### src/rtl/sub_64_bk_ks_pipe_if.sv
// Operand/result handshake bundle for the pipelined 64-bit prefix subtractor.
// The master side drives operands and out_ready; the slave side is the subtractor.
interface sub_64_bk_ks_pipe_if;
  logic        in_valid;
  logic        in_ready;
  logic [63:0] a;
  logic [63:0] b;
  logic        bin;
  logic        out_valid;
  logic        out_ready;
  logic [63:0] diff;
  logic        bout;
  logic        zero;
  logic        ovf;
  logic        lt_s;

  modport master (
    output in_valid, a, b, bin, out_ready,
    input  in_ready, out_valid, diff, bout, zero, ovf, lt_s
  );

  modport slave (
    input  in_valid, a, b, bin, out_ready,
    output in_ready, out_valid, diff, bout, zero, ovf, lt_s
  );
endinterface

### src/rtl/sub_64_bk_ks_pipe.sv
// 3-stage 64-bit subtractor diff = a + ~b + ~bin, built on a Brent-Kung (within
// 8-bit groups) plus Kogge-Stone (across groups) prefix network, with borrow/flag outputs.
module sub_64_bk_ks_pipe #(
  parameter int WIDTH = 64,
  parameter int GROUP = 8
) (
  input logic clk,
  input logic rst_n,
  sub_64_bk_ks_pipe_if.slave bus
);

  if (WIDTH != 64 || GROUP != 8) begin : g_bad_param
    $error("sub_64_bk_ks_pipe: only WIDTH=64 and GROUP=8 are supported");
  end

  logic advance;

  // Stage 1: per-position generate/propagate; position 0 carries the inverted borrow-in.
  logic        v1;
  logic [64:0] s1_g;
  logic [64:0] s1_p;
  logic        s1_a63;
  logic        s1_b63;

  // Stage 2: in-group prefixes plus the raw propagates needed for the final sum.
  logic        v2;
  logic [63:0] s2_g;
  logic [63:0] s2_p;
  logic [63:0] s2_pr;
  logic        s2_g64;
  logic        s2_a63;
  logic        s2_b63;

  // Stage 3: registered result and flags.
  logic        v3;
  logic [63:0] r_diff;
  logic        r_bout;
  logic        r_zero;
  logic        r_ovf;
  logic        r_lt_s;

  assign advance       = ~v3 | bus.out_ready;
  assign bus.in_ready  = advance;
  assign bus.out_valid = v3;
  assign bus.diff      = r_diff;
  assign bus.bout      = r_bout;
  assign bus.zero      = r_zero;
  assign bus.ovf       = r_ovf;
  assign bus.lt_s      = r_lt_s;

  always_ff @(posedge clk or negedge rst_n) begin
    if (!rst_n) begin
      v1     <= 1'b0;
      s1_g   <= '0;
      s1_p   <= '0;
      s1_a63 <= 1'b0;
      s1_b63 <= 1'b0;
    end else if (advance) begin
      v1 <= bus.in_valid;
      if (bus.in_valid) begin
        s1_g   <= {bus.a & ~bus.b, ~bus.bin};
        s1_p   <= {bus.a ^ ~bus.b, 1'b0};
        s1_a63 <= bus.a[63];
        s1_b63 <= bus.b[63];
      end
    end
  end

  logic [63:0] bk_g;
  logic [63:0] bk_p;

  // Up-sweep spans 2/4/8, then down-sweep fills the remaining in-group positions.
  always_comb begin
    bk_g = s1_g[63:0];
    bk_p = s1_p[63:0];
    for (int s = 1; s <= 4; s = s * 2) begin
      for (int i = 2 * s - 1; i < 64; i = i + 2 * s) begin
        bk_g[i] = bk_g[i] | (bk_p[i] & bk_g[i - s]);
        bk_p[i] = bk_p[i] & bk_p[i - s];
      end
    end
    for (int i = 5; i < 64; i = i + 8) begin
      bk_g[i] = bk_g[i] | (bk_p[i] & bk_g[i - 2]);
      bk_p[i] = bk_p[i] & bk_p[i - 2];
    end
    for (int i = 2; i < 64; i = i + 2) begin
      if ((i % 8) != 0) begin
        bk_g[i] = bk_g[i] | (bk_p[i] & bk_g[i - 1]);
        bk_p[i] = bk_p[i] & bk_p[i - 1];
      end
    end
  end

  always_ff @(posedge clk or negedge rst_n) begin
    if (!rst_n) begin
      v2     <= 1'b0;
      s2_g   <= '0;
      s2_p   <= '0;
      s2_pr  <= '0;
      s2_g64 <= 1'b0;
      s2_a63 <= 1'b0;
      s2_b63 <= 1'b0;
    end else if (advance) begin
      v2 <= v1;
      if (v1) begin
        s2_g   <= bk_g;
        s2_p   <= bk_p;
        s2_pr  <= s1_p[64:1];
        s2_g64 <= s1_g[64];
        s2_a63 <= s1_a63;
        s2_b63 <= s1_b63;
      end
    end
  end

  logic [7:0]  ks_g;
  logic [7:0]  ks_p;
  logic [7:0]  nx_g;
  logic [7:0]  nx_p;
  logic [63:0] carry;
  logic [63:0] d_nxt;
  logic        c64;
  logic        ovf_nxt;

  // Kogge-Stone across the eight group terms (bit spans 8, 16, 32).
  always_comb begin
    nx_g = '0;
    nx_p = '0;
    for (int j = 0; j < 8; j++) begin
      ks_g[j] = s2_g[8 * j + 7];
      ks_p[j] = s2_p[8 * j + 7];
    end
    for (int d = 1; d < 8; d = d * 2) begin
      nx_g = ks_g;
      nx_p = ks_p;
      for (int j = d; j < 8; j++) begin
        nx_g[j] = ks_g[j] | (ks_p[j] & ks_g[j - d]);
        nx_p[j] = ks_p[j] & ks_p[j - d];
      end
      ks_g = nx_g;
      ks_p = nx_p;
    end
    carry[7:0] = s2_g[7:0];
    for (int j = 1; j < 8; j++) begin
      carry[8 * j +: 8] = s2_g[8 * j +: 8] | (s2_p[8 * j +: 8] & {8{ks_g[j - 1]}});
    end
    d_nxt   = s2_pr ^ carry;
    c64     = s2_g64 | (s2_pr[63] & carry[63]);
    ovf_nxt = (s2_a63 ^ s2_b63) & (d_nxt[63] ^ s2_a63);
  end

  always_ff @(posedge clk or negedge rst_n) begin
    if (!rst_n) begin
      v3     <= 1'b0;
      r_diff <= '0;
      r_bout <= 1'b0;
      r_zero <= 1'b0;
      r_ovf  <= 1'b0;
      r_lt_s <= 1'b0;
    end else if (advance) begin
      v3 <= v2;
      if (v2) begin
        r_diff <= d_nxt;
        r_bout <= ~c64;
        r_zero <= ~|d_nxt;
        r_ovf  <= ovf_nxt;
        r_lt_s <= d_nxt[63] ^ ovf_nxt;
      end
    end
  end

endmodule

### src/flat_wrapper.sv
// flat-port wrapper written by rule: the top's interface ports become plain ports
module sub_64_bk_ks_pipe_flat 
#(
  parameter int WIDTH = 64,
  parameter int GROUP = 8
)
  (clk, rst_n, bus_in_valid, bus_a, bus_b, bus_bin, bus_out_ready, bus_in_ready, bus_out_valid, bus_diff, bus_bout, bus_zero, bus_ovf, bus_lt_s);
  sub_64_bk_ks_pipe_if bus_i ();
  input logic clk;
  input logic rst_n;
  input wire logic [$bits(bus_i.in_valid)-1:0] bus_in_valid;
  input wire logic [$bits(bus_i.a)-1:0] bus_a;
  input wire logic [$bits(bus_i.b)-1:0] bus_b;
  input wire logic [$bits(bus_i.bin)-1:0] bus_bin;
  input wire logic [$bits(bus_i.out_ready)-1:0] bus_out_ready;
  output wire logic [$bits(bus_i.in_ready)-1:0] bus_in_ready;
  output wire logic [$bits(bus_i.out_valid)-1:0] bus_out_valid;
  output wire logic [$bits(bus_i.diff)-1:0] bus_diff;
  output wire logic [$bits(bus_i.bout)-1:0] bus_bout;
  output wire logic [$bits(bus_i.zero)-1:0] bus_zero;
  output wire logic [$bits(bus_i.ovf)-1:0] bus_ovf;
  output wire logic [$bits(bus_i.lt_s)-1:0] bus_lt_s;
  assign bus_i.in_valid = bus_in_valid;
  assign bus_i.a = bus_a;
  assign bus_i.b = bus_b;
  assign bus_i.bin = bus_bin;
  assign bus_i.out_ready = bus_out_ready;
  assign bus_in_ready = bus_i.in_ready;
  assign bus_out_valid = bus_i.out_valid;
  assign bus_diff = bus_i.diff;
  assign bus_bout = bus_i.bout;
  assign bus_zero = bus_i.zero;
  assign bus_ovf = bus_i.ovf;
  assign bus_lt_s = bus_i.lt_s;
  sub_64_bk_ks_pipe #(.WIDTH(WIDTH), .GROUP(GROUP)) u_core (.clk(clk), .rst_n(rst_n), .bus(bus_i));
endmodule
### config.mk
export PLATFORM = sky130hd
export DESIGN_NAME = sub_64_bk_ks_pipe_flat
export DESIGN_NICKNAME = d
export VERILOG_FILES = /design/src/rtl/sub_64_bk_ks_pipe_if.sv /design/src/rtl/sub_64_bk_ks_pipe.sv /design/src/flat_wrapper.sv
export SDC_FILE = /design/constraint.sdc
export NUM_CORES = 1
export LEC_CHECK = 0
export ABC_AREA = 0
export BUFFER_PORTS_ARGS = -buffer_cell sky130_fd_sc_hd__clkbuf_2
export CAP_MARGIN = 5
export CORE_MARGIN = 2
export CORE_UTILIZATION = 65
export CTS_BUF_LIST = sky130_fd_sc_hd__clkbuf_2 sky130_fd_sc_hd__clkbuf_4 sky130_fd_sc_hd__clkbuf_8
export CTS_CLUSTER_SIZE = 40
export DETAILED_ROUTE_END_ITERATION = 6
export PLACE_DENSITY = 0.88
export REMOVE_ABC_BUFFERS = 1
export SETUP_SLACK_MARGIN = 0.2
export SLEW_MARGIN = 15
export SYNTH_ARGS = -nofsm -noshare
export SYNTH_HDL_FRONTEND = slang
export SYNTH_SLANG_ARGS = --single-unit
### constraint.sdc
create_clock -name clk -period 4.4 [get_ports clk]
set_input_delay 0.22 -clock clk [delete_from_list [all_inputs] [get_ports clk]]
set_output_delay 0.22 -clock clk [all_outputs]
set_load 0.03 [all_outputs]
==> flow_metrics.tcl <==
set metrics [dict create \
    status "finished clean" \
    r2r_cells 11 \
    r2r_end "u_core.bus.zero" \
    worstHoldEndpoint "u_core.s1_p[37]" \
    hold_violations 0 \
    synth_edf_count 0 \
    cts_made_buffers 59 \
    port_buffers 202 \
    worst_setup_path_start_kind "register" \
    crit_type "reg2reg" \
    core_um2 26000 \
    track_usage_pct 29.9 \
    cap_violations 0 \
    synthTopCellsByArea "dfrtp_1 (56%), mux2_2 (11%), nand2_1 (9.7%)" \
    synth_area_per_cell_um2 10.5 \
    synth_top_cell_by_area "dfrtp_1" \
    register_area_um2 9560 \
    slew_violations 0 \
    peakVddDrop_uv 561 \
    die_w_um 166 \
    placed_cell_area_um2 18400 \
    die-area_um2 27700 \
    synth_seq_cells 382 \
    routed.top_layer "met4" \
    period_share_pct 85.6 \
    power_mw 13.9 \
    nFillCells 1553 \
    fp.dieH_um 166 \
    final_cells 2264 \
    vias 13129 \
    cts_sinks 382 \
    cp.arrival_ns 4.25 \
    start_util_pct 66.0 \
    cts_tree "built" \
    rows 59 \
    wirelength_um 41900 \
    cp.required_ns 4.89 \
    whs_ns 0.0174 \
    post_cts_buffers 0 \
    antenna_found_initial 0 \
    hp-start "bus_a[36]" \
    clock_latency_ns 0.60 \
    post-route-min-period_ns 3.77 \
    fin_area_um2 20300 \
    rsz0062_at_grt "no" \
    fmax_mhz 266 \
    grt_max_degree 182 \
    relSlewSlack_pct 21.7 \
    seq_area_frac_synth_pct 55.8 \
    layout-area-overhead-vs-synth_pct 18.3 \
    dr.pass1.iters 5 \
    antenna_cells 0 \
    gp_congestion 0.841 \
    fin_worst_skew_ns 0.0210 \
    drc 0 \
    drt_iter0_markers 1239 \
    ys_top_cells_by_count "nand2_1 (441), dfrtp_1 (382), mux2_2 (164), o21ai_0 (88), inv_1 (77)" \
    routedWlPerCell_um 18.5 \
    worstMarginPinSlew_ns 1.18 \
    yosys_warnings 0 \
    cts_buffer_depth 3 \
    io_pins 203 \
    ys_types 50 \
    end_kind "register" \
    hold_class "in2reg" \
    holdPathStages 3 \
    vias_per_cell 5.80 \
    final_nets 2084 \
    synth_top_area_share_pct 55.8 \
    syn_inst 1628 \
    crit_fanout 14 \
    wl_met3_um 2610 \
    tns_ns 0 \
    synth_async_sr_flop_share_pct 100 \
    ant_nets 0 \
    p_leak_nw 10.5 \
    clkTransAtPathRegs_ns 0.06 \
    drive_above_1_share_pct 25.6 \
    multiInputGateArea_um2 7040 \
    syn-cell-area_um2 17100 \
    dp_hpwl_um 26500 \
    grt_remaining_overflow 0 \
    htreeDepth 2 \
    synth_most_common_cell "nand2_1" \
    wirelength_met1_um 16800 \
    dp.cells 2103 \
    r2r-start "u_core.s2_p[39]" \
    grt_pass1_wl_um 67200 \
    finalSetupViolations 0 \
    cts-root-buf "clkbuf_8" \
    p_per_area_nw_per_um2 687 \
    r2r_setup_slack_ns 0.63 \
    ys.flop_type "dfrtp_1" \
    wl_met2_um 20800 \
    grt_pass1_vias 13532 \
]
## flip-flops by register name (all words and copies together), names as in the netlist
| register | cells |
|---|---|
| u_core.v1 | 1 |
| u_core.s1_p | 64 |
| u_core.bus.diff | 64 |
| u_core.s2_b63 | 1 |
| u_core.s2_p | 49 |
| u_core.bus.out_valid | 1 |
| u_core.s2_pr | 64 |
| u_core.s2_a63 | 1 |
| u_core.s1_g | 65 |
| u_core.s2_g | 64 |
| u_core.bus.bout | 1 |
| u_core.bus.zero | 1 |
| u_core.bus.lt_s | 1 |
| u_core.s1_a63 | 1 |
| u_core.s2_g64 | 1 |
| u_core.s1_b63 | 1 |
| u_core.v2 | 1 |
| u_core.bus.ovf | 1 |
## routing by layer
layer  up-vias  global-route usage (%)
met5         -                       0
met4         0                    12.6
met3       137                    5.13
met2       582                    50.5
met1      6438                    38.5
li1       5972                       -
## per-stage QoR
step                setup WS, ns  util (%)
detailed placement         0.738      71.0
global route               0.528      78.0
floorplan                 0.0157         -
global placement            1.03      71.0
CTS                        0.700      78.0
finish                     0.634      78.0
## how the worst max path moves through the flow
stage / from / to / slack, ns / cells after the start
2_1_floorplan: u_core.bus.out_valid / u_core.v2 / 0.02 / 3
3_3_place_gp: u_core.s2_p[39] / u_core.bus.zero / 1.03 / 11
3_5_place_dp: u_core.s2_p[39] / u_core.bus.zero / 0.74 / 11
4_1_cts: u_core.s2_g[15] / u_core.bus.zero / 0.70 / 11
5_1_grt: u_core.s2_p[39] / u_core.bus.zero / 0.53 / 11
6_report: u_core.s2_p[39] / u_core.bus.zero / 0.63 / 11
## cells by family (layout without fill, tap and decap cells)
| kind of cell | Yosys count | count (layout) | synth area share (%) |
|---|---|---|---|
| muxes | 175 | 175 | 11.4 |
| xor gates and xnor gates | 51 | 51 | 2.61 |
| and+or+nand+nor | 581 | 581 | 14.0 |
| buffers and inverters | 148 | 449 | 3.36 |
| DFF | 382 | 382 | 55.8 |
| AOI/OAI and AO/OA | 224 | 224 | 7.98 |
| adders and majority gates | 67 | 67 | 4.89 |
## critical path, cell delays in order, from the launching register on
cell	delay, ns
dfrtp_1	0.49
and4_1	0.55
and3_1	0.27
o21ai_0	0.09
nand2b_1	0.08
ha_1	0.32
a2111o_1	0.42
nor4_1	0.33
nand4_1	0.19
nor4_1	0.44
nand4_1	0.24
o31ai_2	0.24
## timing repair
action,in CTS,in global routing
gates resized for setup,0,0
hold buffers,53,2
endpoints found under the hold margin,150,3
## cells in the final DEF, fill, tap and decap left out, types with 3 or more instances in the layout
cell	count
nand3_1	29
a31oi_1	8
nand4b_1	3
mux2_2	164
o211ai_1	3
dfrtp_1	382
a21o_1	38
nand2_1	438
buf_4	5
o21ai_0	88
o31ai_1	6
ha_1	67
o311ai_0	5
clkbuf_2	201
nand4_1	15
xor2_1	22
a211oi_1	3
inv_1	77
nand2_4	3
o21a_1	3
nor2_1	44
or4_1	4
nor2b_1	3
a21oi_1	48
and3_1	12
buf_12	4
dlygate4sd3_1	55
xnor2_1	29
clkbuf_4	19
nor4_1	7
a211o_1	5
clkinv_2	6
nand2b_1	9
clkbuf_8	81
nor3_1	5
mux2i_1	11
a21oi_2	4
## where the power goes
part / switching [mW] / total, mW / internal (mW) / leakage, nW
sequential: 1.09 / 5.90 / 4.81 / 4.76
combinational: 3.02 / 4.87 / 1.85 / 5.04
clock: 1.38 / 3.16 / 1.79 / 0.693
total: 5.49 / 13.9 / 8.45 / 10.5
## layout make-up
class / count / share of cell area (%)
sequential: 382 / 47.1
multi-input combinational: 1098 / 34.7
timing repair buffer: 266 / 8.33
clock buffer: 100 / 6.20
tap: 335 / 2.07
inverter: 77 / 1.43
clock inverter: 6 / 0.148
No activity file was read; power rests on OpenSTA's default activity.
